File: src/rtl/shift_frame_controller.sv
// Serial shift frame sequencer: accepts a parallel word, shifts it out MSB-first
// one bit per DIV clocks while capturing the serial input into a received word.
module shift_frame_controller #(
  parameter int DIV   = 4,
  parameter int WIDTH = 16
) (
  input  logic             clk,
  input  logic             resetn,
  input  logic [WIDTH-1:0] start_data,
  input  logic             start_valid,
  output logic             start_ready,
  input  logic             abort,
  output logic             ser_out,
  input  logic             ser_in,
  output logic             shift_en,
  output logic             busy,
  output logic [4:0]       bit_count,
  output logic [WIDTH-1:0] rx_data,
  output logic             rx_valid
);

  localparam int CW = (DIV > 1) ? $clog2(DIV) : 1;

  typedef enum logic [1:0] {IDLE, SHIFT, DONE} state_t;

  state_t           state_reg, state_next;
  logic [WIDTH-1:0] tx_reg;
  // The oldest received bit leaves the shift register on the final tick, so
  // only WIDTH-1 bits need storing; the last bit comes straight from ser_in.
  logic [WIDTH-2:0] rx_reg;
  logic [WIDTH-1:0] rx_data_reg;
  logic [CW-1:0]    div_cnt;
  logic [4:0]       bit_count_reg;
  logic             tick;
  logic             last_bit;

  assign tick     = (state_reg == SHIFT) && (div_cnt == CW'(DIV - 1));
  assign last_bit = tick && (bit_count_reg == 5'(WIDTH - 1));

  always_ff @(posedge clk or negedge resetn) begin
    if (!resetn) begin
      state_reg <= IDLE;
    end else begin
      state_reg <= state_next;
    end
  end

  always_comb begin
    state_next  = state_reg;
    start_ready = 1'b0;
    ser_out     = 1'b0;
    shift_en    = 1'b0;
    rx_valid    = 1'b0;
    case (state_reg)
      IDLE: begin
        start_ready = 1'b1;
        if (start_valid) state_next = SHIFT;
      end
      SHIFT: begin
        ser_out  = tx_reg[WIDTH-1];
        shift_en = tick;
        // Abort wins over a coincident tick, including the final one.
        if (abort)         state_next = IDLE;
        else if (last_bit) state_next = DONE;
      end
      DONE: begin
        rx_valid   = 1'b1;
        state_next = IDLE;
      end
      default: state_next = IDLE;
    endcase
  end

  always_ff @(posedge clk or negedge resetn) begin
    if (!resetn) begin
      tx_reg        <= '0;
      rx_reg        <= '0;
      rx_data_reg   <= '0;
      div_cnt       <= '0;
      bit_count_reg <= '0;
    end else begin
      case (state_reg)
        IDLE: begin
          if (start_valid) begin
            tx_reg        <= start_data;
            rx_reg        <= '0;
            div_cnt       <= '0;
            bit_count_reg <= '0;
          end
        end
        SHIFT: begin
          if (abort) begin
            div_cnt       <= '0;
            bit_count_reg <= '0;
          end else if (tick) begin
            div_cnt       <= '0;
            tx_reg        <= {tx_reg[WIDTH-2:0], 1'b0};
            rx_reg        <= {rx_reg[WIDTH-3:0], ser_in};
            bit_count_reg <= bit_count_reg + 5'd1;
            if (last_bit) rx_data_reg <= {rx_reg, ser_in};
          end else begin
            div_cnt <= div_cnt + 1'b1;
          end
        end
        default: ;
      endcase
    end
  end

  assign busy      = ~start_ready;
  assign bit_count = bit_count_reg;
  assign rx_data   = rx_data_reg;

endmodule
File: config.mk
export PLATFORM = sky130hd
export DESIGN_NAME = shift_frame_controller
export DESIGN_NICKNAME = d
export VERILOG_FILES = /design/src/rtl/shift_frame_controller.sv
export SDC_FILE = /design/constraint.sdc
export NUM_CORES = 1
export LEC_CHECK = 0
export ABC_CLOCK_PERIOD_IN_PS = 1700
export BUFFER_PORTS_ARGS = -buffer_cell sky130_fd_sc_hd__buf_2
export CAP_MARGIN = 20
export CELL_PAD_IN_SITES_DETAIL_PLACEMENT = 1
export CELL_PAD_IN_SITES_GLOBAL_PLACEMENT = 2
export CORE_MARGIN = 8
export CORE_UTILIZATION = 33
export CTS_CLUSTER_DIAMETER = 40
export DETAILED_ROUTE_END_ITERATION = 10
export HOLD_SLACK_MARGIN = 0.05
export PLACE_DENSITY = 0.81
export SETUP_SLACK_MARGIN = 0.15
export SYNTH_ARGS = -nofsm -noshare
export SYNTH_HDL_FRONTEND = slang
export SYNTH_SLANG_ARGS = --single-unit
File: constraint.sdc
create_clock -name clk -period 1.7 [get_ports clk]
set_clock_uncertainty 0.1 [all_clocks]
set_input_delay 0.17 -clock clk [delete_from_list [all_inputs] [get_ports clk]]
set_output_delay 0.17 -clock clk [all_outputs]
set_load 0.02 [all_outputs]
==> results.tsv <==
metric	value	unit
run status	finished with violations	
violations in the final reports	negative setup slack	
Num CTS Buffers	5	
final weighted congestion in routability-driven placement	0.755	
average cell area after synthesis	13.8	um2
category of cells accounting for the largest share of critical-path delay	flip-flops	
Leak Pwr	1.74	nW
worst-path maximum fanout	6	
Via Count	1737	
Hold Violations, Final	0	
Max Slew Vio Count	0	
max frequency	0.587	GHz
DRC viols	0	
fraction of registers with async set/reset	1.00	
GRT Overall Usage	0.127	
Detailed Place HPWL	4.10	mm
combinational family with the most area after synthesis	multiplexers	
worst-case headroom to the max-slew limit	0.671	
DR WL/cell	17.8	um
layout cells sized above 1	0.611	
Final period util	1.00	
Slew @ Worst Pin	0.494	ns
minimum setup slack after placement	-0.0151	ns
post-route ant nets	0	
die span in x	102	um
net count after synthesis	201	
Max stage delay on crit path	0.45	ns
boundary pin count	47	
count of warnings emitted by yosys	0	
starting density of the core	0.340	
cell with the most instances on the worst path	sky130_fd_sc_hd__ha_4	
# fillers	739	
Pwr Total	3.20	mW
post-synthesis adder-cell area fraction	0.0153	
Clk Tree Root Cell	sky130_fd_sc_hd__clkbuf_8	
synthesized area	2450	um2
number of endpoints failing setup at the final stage	3	
simple-gate share of the synthesized area	0.0705	
unrepaired setup endpoints after global routing	true	
worst hold path stage count	3	
post-synthesis share of cell area spent on xor and xnor gates	0	
clock tree from TritonCTS	yes	
height of the die	102	um
proportion of synthesized area in mux cells	0.211	
Sum Neg Setup Slack	-0.00979	ns
startpoint-to-endpoint class of the critical path	reg2reg	
commonest register cell after synthesis	sky130_fd_sc_hd__dfrtp_1	
end of the worst hold path	tx_reg[10]$_DFFE_PN0P_	
Cell Area, Placed	3060	um2
iteration-0 DRC count of the detailed router	41	
area added between synthesis and finish	40.4	%
Post-synth EDFFs	0	
post-route setup slack	-0.00445	ns
Die ar.	10400	um2
maximum clock insertion buffer count	2	
startpoint of the worst register-to-register path	bit_count[0]$_DFFE_PN0P_	
fin crit period	1.70	ns
CP Data Required Time	1.81	ns
Skew-Pair Late Insertion Delay	0.31	ns
Hold Path Class	in2reg	
Crit. End Element	flop	
average vias per placed instance	4.95	
CP cell instances	ha_4, and3_4, ha_4, nand2_4, buf_12, mux2_4	
area of the core	7210	um2
number of antenna diodes	0	
worst r2r dst	rx_data[7]$_DFFE_PN0P_	
antenna violations before repair	0	
via count of the first global-routing pass	1943	
Arr. time, crit path	1.81	ns
number of buffer cells added on primary ports	46	
clock input transition at the sequential cells of the worst setup and hold paths	0.11	ns
largest net degree at the start of global routing	30	
Non-Filler Instances	351	
areal power density over the cells	929	nW/um2
IR drop worst, VDD	367	uV
compound-cell area share of the yosys netlist	0.101	
total instance count after detailed placement	331	
reported max-cap violation count	0	
number of nets in the layout	275	
worst min-delay path startpoint	start_data[10]	
WL final	6.26	mm
total overflow reported by the global router	0	
worst reg2reg path depth	6	
summed area of non-filler cells in the final layout	3440	um2
reg-to-reg setup timing slack	-0.004	ns
number of H-tree levels	2	
number of buffer and inverter instances along the worst setup path	1	
wire length of the first global-routing pass	10.3	mm
total of flip-flops plus latches after synthesis	56	
sequential-to-total area share from yosys stat	0.572	
slowest stage cell on the critical path	sky130_fd_sc_hd__dfrtp_2	
critical path launch point type	flop	
clock net sink count	56	
# rows	31	
cells after synthesis	177	
first-pass detailed-route iteration total	4	
post-synthesis cell type count	33	
## through the flow
stage	utilization	hold WS, ns
after global routing	0.477	0.110
after detailed placement	0.425	0.0553
after global placement	0.425	0.0570
after floorplan	-	-0.226
final	0.477	0.111
after CTS	0.470	0.0998
## logic make-up (layout without fill, tap and decap cells)
family / Yosys count / count (layout)
adders and majority gates: 3 / 3
AOI/OAI and AO/OA: 31 / 32
and+or+nand+nor: 27 / 27
buffers and inverters: 14 / 88
muxes: 46 / 46
DFF: 56 / 56
## cell usage in the layout (no fill, tap or decap), types with 4 or more instances in the layout
master                     synthesis  routed
sky130_fd_sc_hd__dfrtp_1          56      52
sky130_fd_sc_hd__buf_2             5      41
sky130_fd_sc_hd__mux2_4            0      31
sky130_fd_sc_hd__mux2_2           46      15
sky130_fd_sc_hd__a22o_1           15      15
sky130_fd_sc_hd__buf_4             2      15
sky130_fd_sc_hd__buf_6             1      11
sky130_fd_sc_hd__o21ai_0           7       6
sky130_fd_sc_hd__clkbuf_8          0       5
sky130_fd_sc_hd__buf_12            0       5
sky130_fd_sc_hd__inv_1             5       4
sky130_fd_sc_hd__nand2_1           4       4
sky130_fd_sc_hd__dfrtp_2           0       4
## cell usage after synthesis, drive strengths merged (2+ instances only)
| library cell | instances | area [um2] |
|---|---|---|
| nand4 | 2 | 12.5 |
| nand2 | 5 | 26.3 |
| nor3b | 2 | 15.0 |
| and2 | 2 | 12.5 |
| buf | 8 | 51.3 |
| a32o | 2 | 20.0 |
| nand3b | 2 | 15.0 |
| o21ai | 7 | 35.0 |
| mux2 | 46 | 518 |
| ha | 3 | 37.5 |
| dfrtp | 56 | 1400 |
| or3b | 2 | 17.5 |
| nand3 | 3 | 15.0 |
| a21oi | 2 | 13.8 |
| a22o | 15 | 131 |
| nor2 | 2 | 7.51 |
| inv | 5 | 18.8 |
| nor2b | 3 | 18.8 |
## report_power, final
group | total, mW | internal [mW] | switching (mW)
sequential | 1.63 | 1.52 | 0.114
combinational | 0.792 | 0.516 | 0.276
clock | 0.772 | 0.304 | 0.468
## layout make-up
class	count	area (um2)	share of cell area
tap	99	124	0.0360
multi-input combinational	108	1220	0.356
sequential	56	1410	0.409
inverter	5	18.8	0.00545
clock inverter	3	27.5	0.00800
timing repair buffer	75	572	0.166
clock buffer	5	68.8	0.0200
## worst register-to-register path, cell delays in order (launching register included)
cell,delay [ns]
sky130_fd_sc_hd__dfrtp_2,0.45
sky130_fd_sc_hd__ha_4,0.17
sky130_fd_sc_hd__and3_4,0.18
sky130_fd_sc_hd__ha_4,0.17
sky130_fd_sc_hd__nand2_4,0.10
sky130_fd_sc_hd__buf_12,0.13
sky130_fd_sc_hd__mux2_4,0.30
## worst max-delay path by stage
stage                             start                       to  slack (ns)  cells after the start
2_1_floorplan  bit_count[1]$_DFFE_PN0P_  rx_data[10]$_DFFE_PN0P_       -0.04                      6
3_3_place_gp   bit_count[1]$_DFFE_PN0P_  rx_data[11]$_DFFE_PN0P_      -0.007                      6
3_5_place_dp   bit_count[1]$_DFFE_PN0P_  rx_data[15]$_DFFE_PN0P_       -0.02                      6
4_1_cts        bit_count[0]$_DFFE_PN0P_   rx_data[7]$_DFFE_PN0P_       -0.01                      6
5_1_grt        bit_count[0]$_DFFE_PN0P_   rx_data[7]$_DFFE_PN0P_       -0.04                      6
6_report       bit_count[0]$_DFFE_PN0P_   rx_data[7]$_DFFE_PN0P_      -0.004                      6
## what timing repair did
| action | in CTS | in global routing |
|---|---|---|
| pin swaps | 7 | 6 |
| gates resized for setup | 40 | 10 |
| endpoints found under the setup margin | 54 | 57 |
| cloned | 1 | 0 |
| hold buffers | 3 | 0 |
| setup buffers | 5 | 3 |
| hold endpoints to repair | 20 | 0 |
## layer usage
metal	up-vias	global-route usage	share of wire
li1	791	-	-
met1	904	0.164	0.46
met2	36	0.200	0.48
met3	6	0.0313	0.050
met4	0	0.0474	0.013
met5	-	0	0
Note: power is estimated with default switching activity, not from simulation.
